[src/rtl/pc_src_ctrl.sv]
// pc_src_ctrl: PC-source/PC-write sequencer for branches, jumps and exceptions; define PCSRC_DIV0_EXC_EN to enable the divide-by-zero exception
module pc_src_ctrl #(
  parameter int         MEM_WAIT    = 1,
  parameter logic [7:0] VEC_INVALID = 8'd253,
  parameter logic [7:0] VEC_OVF     = 8'd254,
  parameter logic [7:0] VEC_DIV0    = 8'd255
) (
  input  logic       clk,
  input  logic       reset_n,
  input  logic       start,
  input  logic [3:0] op_class,
  input  logic       alu_zero,
  input  logic       alu_gt,
  input  logic       exc_invalid,
  input  logic       exc_ovf,
  input  logic       exc_div0,
  output logic [2:0] pcsrc_sel,
  output logic       pc_write,
  output logic       epc_write,
  output logic       mem_read,
  output logic [7:0] exc_vec_addr,
  output logic [1:0] exc_code,
  output logic       busy,
  output logic       done
);
  typedef enum logic [2:0] {IDLE, EVAL, EXC_WAIT, EXC_LOAD, DONE} state_t;
`ifdef PCSRC_DIV0_EXC_EN
  localparam bit DIV0_EN = 1'b1;
`else
  localparam bit DIV0_EN = 1'b0;
`endif
  state_t state_q, state_d;
  logic [2:0] cnt_q, cnt_d, sel_q, sel_d, tgt;
  logic [3:0] cls_q, cls_d;
  logic [1:0] code_q, code_d;
  logic [7:0] vec_q, vec_d;
  logic zero_q, zero_d, gt_q, gt_d, take;
  logic pw_q, pw_d, epc_q, epc_d, mr_q, mr_d, busy_q, busy_d, done_q, done_d;
  always_comb begin
    state_d = state_q;
    cnt_d = cnt_q;
    cls_d = cls_q;
    zero_d = zero_q;
    gt_d = gt_q;
    code_d = code_q;
    vec_d = vec_q;
    case (state_q)
      IDLE: if (start) begin
        state_d = EVAL;
        cls_d = op_class;
        zero_d = alu_zero;
        gt_d = alu_gt;
        code_d = exc_invalid ? 2'd1 : exc_ovf ? 2'd2 : (DIV0_EN && exc_div0) ? 2'd3 : 2'd0;
        vec_d = exc_invalid ? VEC_INVALID : exc_ovf ? VEC_OVF : (DIV0_EN && exc_div0) ? VEC_DIV0 : 8'd0;
      end
      EVAL: begin
        state_d = (code_q != 2'd0) ? EXC_WAIT : DONE;
        cnt_d = 3'(MEM_WAIT);
      end
      EXC_WAIT: begin
        state_d = (cnt_q == 3'd1) ? EXC_LOAD : EXC_WAIT;
        cnt_d = cnt_q - 3'd1;
      end
      EXC_LOAD: state_d = DONE;
      default: state_d = IDLE;
    endcase
    // outputs are decoded from the state being entered so they appear registered with it
    tgt = (cls_d inside {4'd1, 4'd2, 4'd3, 4'd4}) ? 3'd1 : (cls_d inside {4'd5, 4'd6}) ? 3'd2 : (cls_d == 4'd8) ? 3'd3 : 3'd0;
    take = (cls_d == 4'd1) ? zero_d : (cls_d == 4'd2) ? !zero_d : (cls_d == 4'd3) ? !gt_d :
           (cls_d == 4'd4) ? gt_d : (cls_d inside {4'd5, 4'd6, 4'd7, 4'd8});
    pw_d = (state_d == EVAL && code_d == 2'd0 && take) || state_d == EXC_LOAD;
    epc_d = state_d == EVAL && code_d != 2'd0;
    mr_d = epc_d || state_d == EXC_WAIT;
    sel_d = (state_d == EXC_WAIT || state_d == EXC_LOAD) ? 3'd4 : pw_d ? tgt : 3'd0;
    busy_d = state_d != IDLE;
    done_d = state_d == DONE;
  end
  always_ff @(posedge clk or negedge reset_n) begin
    if (!reset_n) begin
      state_q <= IDLE;
      cnt_q <= '0;
      cls_q <= '0;
      zero_q <= 1'b0;
      gt_q <= 1'b0;
      code_q <= '0;
      vec_q <= '0;
      sel_q <= '0;
      pw_q <= 1'b0;
      epc_q <= 1'b0;
      mr_q <= 1'b0;
      busy_q <= 1'b0;
      done_q <= 1'b0;
    end else begin
      state_q <= state_d;
      cnt_q <= cnt_d;
      cls_q <= cls_d;
      zero_q <= zero_d;
      gt_q <= gt_d;
      code_q <= code_d;
      vec_q <= vec_d;
      sel_q <= sel_d;
      pw_q <= pw_d;
      epc_q <= epc_d;
      mr_q <= mr_d;
      busy_q <= busy_d;
      done_q <= done_d;
    end
  end
  assign pcsrc_sel = sel_q;
  assign pc_write = pw_q;
  assign epc_write = epc_q;
  assign mem_read = mr_q;
  assign exc_vec_addr = vec_q;
  assign exc_code = code_q;
  assign busy = busy_q;
  assign done = done_q;
endmodule

[config.mk]
export PLATFORM = sky130hd
export DESIGN_NAME = pc_src_ctrl
export DESIGN_NICKNAME = d
export VERILOG_FILES = /design/src/rtl/pc_src_ctrl.sv
export SDC_FILE = /design/constraint.sdc
export NUM_CORES = 1
export LEC_CHECK = 0
export CELL_PAD_IN_SITES_DETAIL_PLACEMENT = 0
export CELL_PAD_IN_SITES_GLOBAL_PLACEMENT = 1
export CORE_MARGIN = 1.5
export CORE_UTILIZATION = 30
export DETAILED_ROUTE_END_ITERATION = 6
export PLACE_DENSITY_LB_ADDON = 0.1
export SKIP_LAST_GASP = 1
export SLEW_MARGIN = 20
export SYNTH_ARGS = -nofsm -noshare
export SYNTH_HDL_FRONTEND = slang
export SYNTH_SLANG_ARGS = --single-unit
[constraint.sdc]
create_clock -name clk -period 1.35 [get_ports clk]
set_input_delay 0.135 -clock clk [delete_from_list [all_inputs] [get_ports clk]]
set_output_delay 0.135 -clock clk [all_outputs]
set_load 0.1 [all_outputs]
### Yosys cells after proc, flatten, opt, wreduce, memory -nomap -nowiden

Index checks and enable logic that the tools add are counted.
Widths: inputs -> output; s select.

* $lt $le $gt $ge: 0
* mux-type cells: 26
* bitwise logic cells: 0
* divide/modulo/power cells: 0
* reductions and logical operators: 18
* add/sub/neg operators: 1
* equality and inequality tests: 16
* $mul: 0
* shifts and indexed selects: 0

Operators by type and width (number)
* $eq 4x3->1 const B: 4
* $mux 2: 8
* $mux 8: 2
* $eq 3x2->1 const B: 4
* $pmux 3 s4: 1
* $eq 3x1->1 const B: 3
* $mux 1: 9
* $mux 3: 3
* $eq 4x2->1 const B: 2
* $mux 4: 2
* $reduce_bool 2->1: 4
* $reduce_bool 4->1: 2
* $pmux 3 s2: 1
* $eq 4x1->1 const B: 1
* $eq 4x4->1 const B: 1
* $eq 3x3->1 const B: 1
* $logic_and 1x1->1: 3
* $logic_not 3->1: 1
* $logic_or 1x1->1: 3
* $reduce_bool 3->1: 1
* $sub 3x1->3 const B: 1
* $logic_not 1->1: 2
* $logic_not 2->1: 1
* $reduce_and 2->1: 1

* output and inout port bits: 18
* word-level logic and storage cells: 74
* input port bits: 12
* bits in read-only memories: 0
* RAM bits: 0
* register bits after elaboration: 30
* memories: 0
* bits in latches: 0

### Logic depth before layout (Yosys ltp)

Gate-level depths: netlist of run 1.

* word-level depth: 12
* gate-level depth with buffers: 6
* gate-level depth less buffers: 5

### Worst setup path before layout of run 1

OpenSTA, ideal clock, no wires.

* path kind: flip-flop to flip-flop
* start: reg code_q[1], in the netlist exc_code[1]
* end: reg busy_q, in the netlist busy
* required time: 1.219 ns
* cell stages (with the launch flop): 4
* buffers on the path: 0
* slack: -0.427 ns
* arrival time: 1.646 ns
* setup time: 0.131 ns
* clock period less this slack: 1.777 ns
* path through: dfrtp_1 -> o21bai_1 -> nor2b_1 -> or3_1

* longest elaborated chain between the ends: 4

RTL lines
* start: declaration: line 35 `logic [1:0] code_q, code_d;`
* start signal: assignment: line 99 `code_q <= code_d;`
* $reduce_bool 2->1: line 57 `state_d = (code_q != 2'd0) ? EXC_WAIT : DONE;`
* $mux 3: line 57
* $pmux 3 s4: line 47 `case (state_q)`
* via state_d[2]: line 32 `state_t state_q, state_d;`
* $reduce_bool 3->1: line 75 `busy_d = state_d != IDLE;`
* via busy_d: line 38 `logic pw_q, pw_d, epc_q, epc_d, mr_q, mr_d, busy_q, busy_d, done_q, done_d;`
* end signal: assignment: line 105 `busy_q <= busy_d;`
* end: declaration: line 38

The timed path passes the listed nets, and every way through them passes these cells.
A chain may end at the register's enable or synchronous reset.

### Worst setup path after layout of run 1

* start: reg cnt_q[0]
* end: reg busy_q, in the netlist busy

* longest elaborated chain between the ends: 4

RTL lines
* start: declaration: line 33 `logic [2:0] cnt_q, cnt_d, sel_q, sel_d, tgt;`
* start signal: assignment: line 95 `cnt_q <= cnt_d;`
* $eq 3x1->1: line 61 `state_d = (cnt_q == 3'd1) ? EXC_LOAD : EXC_WAIT;`
* $mux 1: line 61
* $pmux 3 s4: line 47
* via state_d[0]: line 32
* $reduce_bool 3->1: line 75
* via busy_d: line 38

The timed path passes the listed nets, and every way through them passes these cells.

==> qor_table.md, run 1 <==
| Item | Reported | Unit |
|:---|:---|:---|
| Result of the run | complete, no violations | - |
| Starting density of the core | 31.6 | % |
| Post-route clock period utilization | 96.7 | % |
| Cell Area, Synth | 956 | um^2 |
| Top achievable clock speed | 0.766 | GHz |
| TritonCTS Sinks | 19 | - |
| Final Net Count | 145 | - |
| Number of antenna repair diodes | 0 | - |
| TritonCTS clock tree | built | - |
| Drt first pass iters | 4 | - |
| Final setup violating endpoints | 0 | - |
| PortBufs | 28 | - |
| Required time reported for the critical path endpoint | 1.53 | ns |
| H-Tree Level Count | 1 | - |
| DR WL/cell | 11.5 | um |
| Syn Inst Count | 94 | - |
| Clk_skew | 0.00434 | ns |
| Endpoint arrival time on the critical path | 1.49 | ns |
| Leading area contributor after synthesis | sky130_fd_sc_hd__dfrtp_1 | - |
| Number of buffers inserted during clock tree synthesis | 3 | - |
| Number of buffers between clock root and the deepest sink | 2 | - |
| Total routing resource utilization after global routing | 12.4 | % |
| Mean instance size in the synthesized netlist | 10.2 | um^2 |
| Seq/Total Area, Yosys | 49.7 | % |
| Placement row count | 20 | - |
| Warnings, synthesis | 0 | - |
| Layout cells sized above 1 | 40.0 | % |
| Aggregate routed wire length | 2.00 | mm |
| Min-Delay Path Class | in -> async | - |
| Violation count after the first detailed-route iteration | 7 | - |
| Chip height | 59.5 | um |
| Synthesized netlist net count | 108 | - |
| Count of unresolved DRC violations after routing | 0 | - |
| Category of the most critical setup path | reg -> reg | - |
| Hold buffers post-CTS | 0 | - |
| Kind of start point of the critical path | flip-flop | - |
| Cell Count, Final, Fillers Out | 174 | - |
| Worst slew margin relative to its limit | 78.8 | % |
| Vias in the first global route | 757 | - |
| Area Growth Syn to Fin | 63.9 | % |
| Final estimated routing congestion in global placement | 0.759 | - |
| Routed vias/inst | 4.51 | - |
| Final hold violation count | 0 | - |
| Register bit count reported by yosys | 19 | - |
| Post-layout minimum cycle time | 1.30 | ns |
| Area share of the largest cell type after synthesis | 49.7 | % |
| Count of placed standard cells including taps | 169 | - |
| Worst Path Max Fanout | 3 | - |
| Die X | 59.5 | um |
| Antenna violations before repair | 0 | - |
| Clk Tree Root Cell | sky130_fd_sc_hd__clkbuf_4 | - |
| Slew at the pin closest to its max-slew limit | 0.318 | ns |
| Remaining Overflow, GRT | 0 | - |
| Count of different cell masters after synthesis | 31 | - |
| Max-slew violations | 0 | - |
| Largest net degree at the start of global routing | 20 | - |
| Maxcap violations | 0 | - |
| Largest cells by area after synthesis | sky130_fd_sc_hd__dfrtp_1 50%, sky130_fd_sc_hd__buf_4 3.9%, sky130_fd_sc_hd__nand2_1 3.5%, sky130_fd_sc_hd__a21oi_1 3.1%, sky130_fd_sc_hd__ha_1 2.6% | - |
| Wire length of the first global-routing pass | 3.32 | mm |
| Worst-path clk slew | 0.11 | ns |
| Number of ports placed on the die boundary | 30 | - |
| Post-DRT Antenna Nets | 0 | - |
| Routed via count | 785 | - |
| Core area | 3030 | um^2 |
| Clock insertion delay at the later pin of the skew report | 0.30 | ns |
| Kind of end point of the critical path | flip-flop | - |
| HPWL reported at the end of detailed placement | 1.58 | mm |
| Full die area | 3530 | um^2 |
-- cells in the mapped netlist --
library cell,count
sky130_fd_sc_hd__dfrtp_1,19
sky130_fd_sc_hd__nand2_1,9
sky130_fd_sc_hd__a21oi_1,6
sky130_fd_sc_hd__nor2_1,6
sky130_fd_sc_hd__buf_4,5
sky130_fd_sc_hd__inv_1,5
sky130_fd_sc_hd__nor3_1,4
sky130_fd_sc_hd__o22ai_1,4
sky130_fd_sc_hd__buf_2,3
sky130_fd_sc_hd__nand2b_1,3
sky130_fd_sc_hd__o21ai_0,3
sky130_fd_sc_hd__a211oi_1,2
sky130_fd_sc_hd__a31oi_1,2
sky130_fd_sc_hd__buf_6,2
sky130_fd_sc_hd__ha_1,2
sky130_fd_sc_hd__nand3b_1,2
sky130_fd_sc_hd__nor2b_1,2
sky130_fd_sc_hd__or3_1,2
sky130_fd_sc_hd__a21bo_2,1
sky130_fd_sc_hd__clkbuf_2,1
sky130_fd_sc_hd__nor4_1,1
sky130_fd_sc_hd__nor4b_1,1
sky130_fd_sc_hd__nor4b_4,1
sky130_fd_sc_hd__o211a_1,1
sky130_fd_sc_hd__o21ai_2,1
sky130_fd_sc_hd__o21bai_1,1
sky130_fd_sc_hd__o22a_1,1
sky130_fd_sc_hd__o31ai_2,1
sky130_fd_sc_hd__or3b_2,1
sky130_fd_sc_hd__or4b_1,1
sky130_fd_sc_hd__xor2_1,1
-- layer usage --
metal	GRT usage (%)	wire length [um]
met1	15.7	904
met2	20.6	987
met3	4.37	97
met4	1.95	13
met5	0	0
-- logic make-up (layout without fill, tap and decap cells) --
kind of cell | after synthesis | in the layout | share of synthesized area [%]
DFF | 19 | 19 | 49.7
xor gates and xnor gates | 1 | 1 | 0.916
and+or+nand+nor | 33 | 33 | 20.2
AOI/OAI and AO/OA | 23 | 23 | 16.2
adders and majority gates | 2 | 2 | 2.62
buffers and inverters | 16 | 52 | 10.3
-- cell type report --
cell class | instances | area (um^2)
multi-input cells | 59 | 409
repair buffers | 43 | 573
clock inverters | 1 | 5.00
clock buffers | 3 | 22.5
flip-flops and latches | 19 | 483
fillers | 268 | 1460
well taps | 44 | 55.1
inverters | 5 | 18.8
-- stage by stage --
stage | util [%] | setup slack, ns | instance area (um^2) | hold slack, ns | setup TNS, ns
2_1_floorplan | - | -0.118 | 960 | -0.161 | -0.118
3_3_place_gp | 49.5 | -0.264 | 1500 | 0.497 | -0.997
3_5_place_dp | 49.5 | -0.275 | 1500 | 0.489 | -1.07
4_1_cts | 50.6 | 0.000921 | 1530 | 0.165 | 0
5_1_grt | 51.7 | -0.00555 | 1570 | 0.172 | -0.00555
6_report | 51.7 | 0.0452 | 1570 | 0.159 | 0
-- placed cells by master (no fill, tap or decap), drive strengths merged, types with 2 or more instances in the layout --
| cell | n |
|---|---|
| a211oi | 2 |
| a21oi | 6 |
| a31oi | 2 |
| buf | 33 |
| clkbuf | 3 |
| clkdlybuf4s50 | 10 |
| dfrtp | 19 |
| ha | 2 |
| inv | 5 |
| nand2 | 9 |
| nand2b | 3 |
| nand3b | 2 |
| nor2 | 6 |
| nor2b | 2 |
| nor3 | 4 |
| nor4b | 2 |
| o21ai | 4 |
| o22ai | 4 |
| or3 | 2 |
-- worst paths after layout --
path | from | endpoint | slack [ns] | cells past startpoint
max | cnt_q[0]$_DFFE_PN0P_ | busy$_DFF_PN0_ | 0.05 | 4
min | reset_n | exc_vec_addr[0]$_DFFE_PN0P_ | 0.16 | 2
max reg2reg | cnt_q[0]$_DFFE_PN0P_ | busy$_DFF_PN0_ | 0.05 | 4
min reg2reg | exc_vec_addr[1]$_DFFE_PN0P_ | exc_vec_addr[1]$_DFFE_PN0P_ | 0.55 | 2
max in group asynchronous | reset_n | state_q[0]$_DFF_PN0_ | 0.98 | 2
min in group clk | exc_invalid | exc_code[0]$_DFF_PN0_ | 0.42 | 3
-- critical path, stage by stage (launching register included) --
cell,delay (ns)
sky130_fd_sc_hd__dfrtp_1,0.42
sky130_fd_sc_hd__ha_1,0.20
sky130_fd_sc_hd__nand3b_1,0.12
sky130_fd_sc_hd__a211oi_2,0.10
sky130_fd_sc_hd__or3_1,0.35
-- timing repair --
action | 4_1_cts | 5_1_grt
pin swaps | 0 | 2
endpoints found under the setup margin | 2 | 11
resized for setup | 1 | 7
buffers inserted | 0 | 1
-- registers in the layout, summed over array words and instances (netlist names) --
signal,cells
exc_code,2
cnt_q,3
mem_read,1
epc_write,1
done,1
pcsrc_sel,3
pc_write,1
busy,1
state_q,3
exc_vec_addr,3
Power of run 1 is left out: the tool's default activity adds up to more than one toggle a clock period on the data nets, which glitch-free logic cannot reach.
==> run 2: changes to the inputs <==
Settings changed: ABC_AREA set to 1, GPL_ROUTABILITY_DRIVEN set to 0.
==> run 2 against run 1 <==
  * The run now ends with setup timing left
  * First-iteration DRC count grew to 3.3 times the previous value
  * Utilization grew 3.2 points
  * Hold slack improved by 0.067 ns
  * Cell count increased by 51%
  * Worst setup slack got worse by 0.30 ns
  * Synthesized area increased by 32%
  * Non-clock buffer count is 15 higher
  * Sequential cell count up 6
==> qor_table.md, run 2 <==
| Item | Reported | Unit | vs previous |
|:---|:---|:---|:---|
| Result of the run | finished, violations left | - |  |
| Violations in the final reports | setup timing | - |  |
| Final critical-path setup slack | -0.256 | ns | -0.301 ns |
| Register bit count reported by yosys | 25 | - | +6 |
| Top achievable clock speed | 0.623 | GHz | -19% |
| Library cell with the highest instance count after synthesis | sky130_fd_sc_hd__nand2_1 | - |  |
| Cell Count, Final, Fillers Out | 263 | - | +51% |
| Cell Area, Synth | 1260 | um^2 | +32% |
| Worst Path Max Fanout | 5 | - | +2 |
| Clock insertion delay at the later pin of the skew report | 0.27 | ns | -0.03 ns |
| Post-layout minimum cycle time | 1.61 | ns | +0.301 ns |
| Commonest non-fill, non-tap cell in the layout | sky130_fd_sc_hd__nand2_1 | - |  |
| Full die area | 4610 | um^2 | +30% |
| Syn Inst Count | 157 | - | +67% |
| Max FFs per register | 4 | - |  |
| Violation count after the first detailed-route iteration | 23 | - | +16 |
| Total routing resource utilization after global routing | 14.3 | % | +1.9 points |
| Fraction of the core area covered by cells at the end of the flow | 55.0 | % | +3.2 points |
| Mean instance size in the synthesized netlist | 8.04 | um^2 | -21% |
| Drt first pass iters | 4 | - | unchanged |
| Count of different cell masters after synthesis | 24 | - | -23% |
| Final hold violation count | 0 | - | unchanged |
| Largest cells by area after synthesis | sky130_fd_sc_hd__dfrtp_1 50%, sky130_fd_sc_hd__nand2_1 18%, sky130_fd_sc_hd__inv_1 5.6%, sky130_fd_sc_hd__o21ai_0 3.2%, sky130_fd_sc_hd__buf_4 3.0% | - |  |
| Post-place instance area | 1880 | um^2 | +25% |
| Maxcap violations | 0 | - | unchanged |
| Slew at the pin closest to its max-slew limit | 0.401 | ns | +0.0830 ns |
| Layout cells sized above 1 | 42.7 | % | +2.7 points |
| Placement row count | 23 | - | +15% |
| Max-slew violations | 0 | - | unchanged |
| Core area | 4030 | um^2 | +33% |
| Category of the most critical setup path | reg -> reg | - |  |
| Kind of end point of the critical path | flip-flop | - |  |
| Number of buffers inserted during clock tree synthesis | 3 | - | unchanged |
| Leading cell types by count after synthesis | 62 x sky130_fd_sc_hd__nand2_1, 25 x sky130_fd_sc_hd__dfrtp_1, 19 x sky130_fd_sc_hd__inv_1, 8 x sky130_fd_sc_hd__o21ai_0, 6 x sky130_fd_sc_hd__nor2_1 | - |  |
| Endpoint arrival time on the critical path | 1.76 | ns | +0.27 ns |
| Final setup violating endpoints | 6 | - | +6 |
| Area share of the largest cell type after synthesis | 49.6 | % | -0.18 points |
| Wire length of the first global-routing pass | 4.93 | mm | +49% |
| Top reg by flops | cls_q | - |  |
| Post-DRT Antenna Nets | 0 | - | unchanged |
| Kind of start point of the critical path | flip-flop | - |  |
| Aggregate routed wire length | 3.20 | mm | +60% |
| Cell area after layout | 2210 | um^2 | +41% |
| Post-route clock period utilization | 119 | % | +22 points |
| Routed via count | 1,177 | - | +50% |
| TritonCTS Sinks | 25 | - | +6 |
| Seq/Total Area, Yosys | 49.6 | % | -0.18 points |
| Number of enable-type register cells in the synthesized netlist | 0 | - | unchanged |
| Largest net degree at the start of global routing | 26 | - | +30% |
| Starting density of the core | 31.3 | % | -0.23 points |
| Area Growth Syn to Fin | 75.4 | % |  |
| Routed vias/inst | 4.48 | - | -0.80% |
| Die X | 67.9 | um | +14% |
| Warnings, synthesis | 0 | - | unchanged |
| Hold buffers post-CTS | 0 | - | unchanged |
| Synthesized netlist net count | 171 | - | +58% |
| TritonCTS clock tree | built | - |  |
| Min-Delay Path Class | in -> async | - |  |
| Remaining Overflow, GRT | 0 | - | unchanged |
| Number of buffers between clock root and the deepest sink | 2 | - | unchanged |
| Count of placed standard cells including taps | 247 | - | +46% |
| Required time reported for the critical path endpoint | 1.51 | ns | -0.02 ns |
| Total of fill cells in the finished design | 361 | - | +35% |
| Leading area contributor after synthesis | sky130_fd_sc_hd__dfrtp_1 | - |  |
| Chip height | 67.9 | um | +14% |
| Primary FF master, synth | sky130_fd_sc_hd__dfrtp_1 | - |  |
| Top library cells by usage in the layout, fill and taps aside | 49 x sky130_fd_sc_hd__nand2_1, 23 x sky130_fd_sc_hd__buf_4, 21 x sky130_fd_sc_hd__dfrtp_1, 20 x sky130_fd_sc_hd__buf_12, 18 x sky130_fd_sc_hd__inv_1 | - |  |
| Worst slew margin relative to its limit | 73.0 | % | -5.8 points |
| Final Net Count | 228 | - | +57% |
| Number of antenna repair diodes | 0 | - | unchanged |
| Vias in the first global route | 1,110 | - | +47% |
| Worst-path clk slew | 0.09 | ns | -0.02 ns |
| DR WL/cell | 12.2 | um | +5.8% |
| PortBufs | 28 | - | unchanged |
| Share of flip-flops with an asynchronous set or reset | 100 | % | unchanged |
| Count of unresolved DRC violations after routing | 0 | - | unchanged |
| Clk Tree Root Cell | sky130_fd_sc_hd__clkbuf_8 | - |  |
| H-Tree Level Count | 1 | - | unchanged |
| HPWL reported at the end of detailed placement | 2.17 | mm | +37% |
| Antenna violations before repair | 0 | - | unchanged |
| Number of ports placed on the die boundary | 30 | - | unchanged |
| Worst slack after detailed placement | -0.369 | ns | -0.0938 ns |
| Setup repair after global routing missed its margin | true | - |  |
| Clk_skew | 0.00861 | ns | +0.00426 ns |
==> run 2: area by class of cell <==
| class | instances | area, um^2 | share of cell area [%] |
|---|---|---|---|
| inverters | 21 | 86.3 | 3.90 |
| well taps | 50 | 62.6 | 2.82 |
| flip-flops and latches | 25 | 631 | 28.5 |
| clock inverters | 1 | 7.51 | 0.339 |
| repair buffers | 58 | 729 | 32.9 |
| multi-input cells | 105 | 657 | 29.7 |
| clock buffers | 3 | 41.3 | 1.86 |
==> run 2: worst max-delay path, cell delays in order, from the launching register on <==
cell                      delay (ns)
sky130_fd_sc_hd__dfrtp_1        0.43
sky130_fd_sc_hd__nor2_4         0.21
sky130_fd_sc_hd__buf_12         0.14
sky130_fd_sc_hd__nand2_8        0.06
sky130_fd_sc_hd__nand2_4        0.06
sky130_fd_sc_hd__nand2_4        0.06
sky130_fd_sc_hd__buf_6          0.11
sky130_fd_sc_hd__nand3_1        0.07
sky130_fd_sc_hd__nand4_1        0.16
sky130_fd_sc_hd__nand3_4        0.13
sky130_fd_sc_hd__nand2_1        0.05
==> run 2: what timing repair did <==
item / CTS / global route
resized for setup: 14 / 39
pin swaps: 8 / 12
gates cloned: 1 / 0
setup buffers: 3 / 11
endpoints found under the setup margin: 6 / 10
==> run 2: final timing paths <==
path | cells after the start | to | slack, ns | start
worst max-delay path | 10 | pc_write$_DFF_PN0_ | -0.26 | state_q[0]$_DFF_PN0_
worst min-delay path | 2 | zero_q$_DFF_PN0_ | 0.23 | reset_n
worst max register to register | 10 | pc_write$_DFF_PN0_ | -0.26 | state_q[0]$_DFF_PN0_
worst min register to register | 2 | gt_q$_DFF_PN0_ | 0.51 | gt_q$_DFF_PN0_
max in group asynchronous | 2 | exc_code[0]$_DFF_PN0_ | 0.86 | reset_n
min in group clk | 2 | gt_q$_DFF_PN0_ | 0.51 | gt_q$_DFF_PN0_
==> run 2: per-layer routing <==
layer / routed length [um] / vias to the layer above / global-route usage, %
li1: - / 592 / -
met1: 1360 / 569 / 18.5
met2: 1720 / 14 / 24.1
met3: 97 / 2 / 3.13
met4: 24 / 0 / 3.75
met5: 0 / - / 0
==> run 2: cell families after synthesis <==
| group | after synthesis | share of synthesized area (%) |
|---|---|---|
| simple gates | 87 | 31.0 |
| flops | 25 | 49.6 |
| xor+xnor | 1 | 0.694 |
| fa+ha+maj | 2 | 1.98 |
| buf+inv | 28 | 10.5 |
| compound gates | 14 | 6.24 |
==> run 2: through the flow <==
step	setup TNS, ns	hold slack [ns]
after global routing	-1.56	0.247
after global placement	-1.59	0.498
after CTS	-0.498	0.230
final	-1.04	0.226
after detailed placement	-1.90	0.494
after floorplan	-0.152	-0.161
Power of run 2 is left out for the same reason.
==> run 3: changes to the inputs <==
Settings changed: CORE_MARGIN 1.5 to 3.
==> run 3 against run 2 <==
  * The run still ends with setup timing left
  * Sequential share of layout area grew 2.2 points
  * Sequential cell count stayed put
  * Maximum frequency rose by 3.2%
  * Hold slack got worse by 0.0038 ns
  * Register-to-register slack better by 0.05 ns
  * Clock skew decreased by 0.0031 ns
  * Worst setup slack better by 0.049 ns
  * Critical path type unchanged
==> qor_table.md, run 3 (synthesis gave the netlist of run 2 again) <==
| Item | Reported | Unit | vs previous |
|:---|:---|:---|:---|
| H-Tree Level Count | 1 | - | unchanged |
| Starting density of the core | 32.8 | % | +1.4 points |
| Routed via count | 1,147 | - | -2.5% |
| Core area | 3850 | um^2 | -4.3% |
| Worst Path Max Fanout | 5 | - | unchanged |
| TritonCTS clock tree | built | - |  |
| HPWL reported at the end of detailed placement | 2.20 | mm | +1.3% |
| Setup repair after global routing missed its margin | true | - |  |
| Violation count after the first detailed-route iteration | 27 | - | +17% |
| Setup slack on the worst flop-to-flop path | -0.21 | ns | +0.05 ns |
| Result of the run | finished, violations left | - |  |
| CP Cell Sequence | nor2_4 -> nand2_4 -> nand2_4 -> nand2_4 -> nor2_4 -> nand3_2 -> nand2_2 -> nand3_4 -> nor2_2 | - |  |
| Post-DRT Antenna Nets | 0 | - | unchanged |
| Maxcap violations | 0 | - | unchanged |
| Violations in the final reports | setup timing | - |  |
| Hold buffers post-CTS | 0 | - | unchanged |
| Die X | 70.9 | um | +4.4% |
| Post-route clock period utilization | 115 | % | -3.7 points |
| PortBufs | 28 | - | unchanged |
| Max FFs per register | 4 | - | unchanged |
| Required time reported for the critical path endpoint | 1.55 | ns | +0.04 ns |
| DR WL/cell | 11.8 | um | -2.9% |
| Aggregate routed wire length | 3.00 | mm | -6.2% |
| Top reg by flops | cls_q | - |  |
| Category of the most critical setup path | reg -> reg | - |  |
| Final critical-path setup slack | -0.206 | ns | +0.0495 ns |
| Total routing resource utilization after global routing | 12.9 | % | -1.3 points |
| TritonCTS Sinks | 25 | - | unchanged |
| Number of ports placed on the die boundary | 30 | - | unchanged |
| Count of placed standard cells including taps | 246 | - | -0.40% |
| Full die area | 5020 | um^2 | +9.0% |
| Total of fill cells in the finished design | 357 | - | -1.1% |
| Top achievable clock speed | 0.643 | GHz | +3.2% |
| Final hold violation count | 0 | - | unchanged |
| Clk Tree Root Cell | sky130_fd_sc_hd__clkbuf_8 | - |  |
| Final Net Count | 221 | - | -3.1% |
| Chip height | 70.9 | um | +4.4% |
| Kind of start point of the critical path | flip-flop | - |  |
| Reg-to-reg critical path startpoint | state_q[2]$_DFF_PN0_ | - |  |
| Number of buffers inserted during clock tree synthesis | 3 | - | unchanged |
| Wire length of the first global-routing pass | 5.29 | mm | +7.3% |
| Layout cells sized above 1 | 37.4 | % | -5.3 points |
| Largest incremental delay on the critical path | 0.43 | ns | about the same |
| Drt first pass iters | 4 | - | unchanged |
| Max-slew violations | 0 | - | unchanged |
| Cell with the biggest individual delay on the critical path | sky130_fd_sc_hd__dfrtp_1 | - |  |
| Cell count of the worst reg-to-reg path | 9 | - | -1 |
| Routed vias/inst | 4.52 | - | +0.90% |
| Final setup violating endpoints | 5 | - | -1 |
| Antenna violations before repair | 0 | - | unchanged |
| Final-layout worst hold slack | 0.222 | ns | -0.00375 ns |
| Capture point of the worst reg-to-reg path | pcsrc_sel[0]$_DFF_PN0_ | - |  |
| Area Growth Syn to Fin | 62.7 | % |  |
| Multi-input gate area | 597 | um^2 | -9.1% |
| Number of buffers between clock root and the deepest sink | 2 | - | unchanged |
| Vias in the first global route | 1,190 | - | +7.2% |
| Top library cells by usage in the layout, fill and taps aside | 54 x sky130_fd_sc_hd__nand2_1, 22 x sky130_fd_sc_hd__buf_4, 21 x sky130_fd_sc_hd__dfrtp_1, 18 x sky130_fd_sc_hd__inv_1, 18 x sky130_fd_sc_hd__buf_12 | - |  |
| Number of antenna repair diodes | 0 | - | unchanged |
| Post-layout minimum cycle time | 1.56 | ns | -0.0495 ns |
| Clk_skew | 0.00550 | ns | -0.00311 ns |
| Slew at the pin closest to its max-slew limit | 0.331 | ns | -0.0705 ns |
| Largest net degree at the start of global routing | 26 | - | unchanged |
| Kind of end point of the critical path | flip-flop | - |  |
| Worst-path clk slew | 0.09 | ns | about the same |
| Commonest non-fill, non-tap cell in the layout | sky130_fd_sc_hd__nand2_1 | - |  |
| Worst slew margin relative to its limit | 77.9 | % | +5.0 points |
| Clock insertion delay at the later pin of the skew report | 0.27 | ns | about the same |
| Placement row count | 22 | - | -4.3% |
| Remaining Overflow, GRT | 0 | - | unchanged |
| Min-Delay Path Class | in -> async | - |  |
| Cell Count, Final, Fillers Out | 254 | - | -3.4% |
| Endpoint arrival time on the critical path | 1.76 | ns | about the same |
| Sequential cell area | 631 | um^2 | unchanged |
| Count of unresolved DRC violations after routing | 0 | - | unchanged |
| Most numerous cell on the critical path | sky130_fd_sc_hd__nand2_4 | - |  |
[run 3: cell types whose count changed in the layout (fill, tap and decap cells not counted), moves of 2 or more]
cell | before | now
sky130_fd_sc_hd__buf_12 | 20 | 18
sky130_fd_sc_hd__o21ai_1 | 2 | 4
sky130_fd_sc_hd__nand2_4 | 7 | 4
sky130_fd_sc_hd__nand2_1 | 49 | 54
sky130_fd_sc_hd__o21ai_2 | 3 | 1
sky130_fd_sc_hd__buf_6 | 5 | 1
[run 3: worst max-delay path: cells and delay by family, from the launching register on]
family,cells,cell delay [ns]
DFF,1,0.43
and+or+nand+nor,9,1.05
[run 3: what timing repair did]
action                     in CTS  in global routing
cloned                          1                  0
pin swaps                       5                  6
setup endpoints to repair       4                 11
hold endpoints to repair        0                  0
resized for setup              19                 12
setup buffers                   2                  1
[run 3: routing by layer]
metal / part of all wire (%) / global-route usage (%)
met1: 45 / 15.7
met4: 1.0 / 2.71
met2: 51 / 22.9
met3: 3.1 / 3.55
met5: 0 / 0
[run 3: final cells by class]
class | count | area share (%)
Clock buffer | 3 | 2.01
Clock inverter | 1 | 0.365
Inverter | 21 | 3.96
Multi-Input combinational cell | 105 | 29.0
Sequential cell | 25 | 30.7
Tap cell | 48 | 2.92
Timing Repair Buffer | 51 | 31.0
[run 3: how the worst max path moves through the flow]
| stage | start | end | cells past startpoint |
|---|---|---|---|
| floorplan | exc_code[1]$_DFF_PN0_ | busy$_DFF_PN0_ | 5 |
| global placement | start | pcsrc_sel[1]$_DFF_PN0_ | 7 |
| detailed placement | start | pcsrc_sel[1]$_DFF_PN0_ | 7 |
| CTS | state_q[0]$_DFF_PN0_ | pcsrc_sel[1]$_DFF_PN0_ | 11 |
| global route | state_q[2]$_DFF_PN0_ | pcsrc_sel[1]$_DFF_PN0_ | 9 |
| finish | state_q[2]$_DFF_PN0_ | pcsrc_sel[0]$_DFF_PN0_ | 9 |
[run 3: per-stage QoR]
step / setup TNS, ns / worst slack (ns) / area (um^2) / util [%]
after floorplan: -0.152 / -0.152 / 1270 / -
after global placement: -1.52 / -0.322 / 1880 / 48.9
after detailed placement: -1.58 / -0.328 / 1880 / 48.9
after CTS: -0.458 / -0.146 / 2010 / 52.2
after global routing: -1.33 / -0.334 / 2050 / 53.3
final: -0.736 / -0.206 / 2050 / 53.3
Power of run 3 is left out for the same reason.
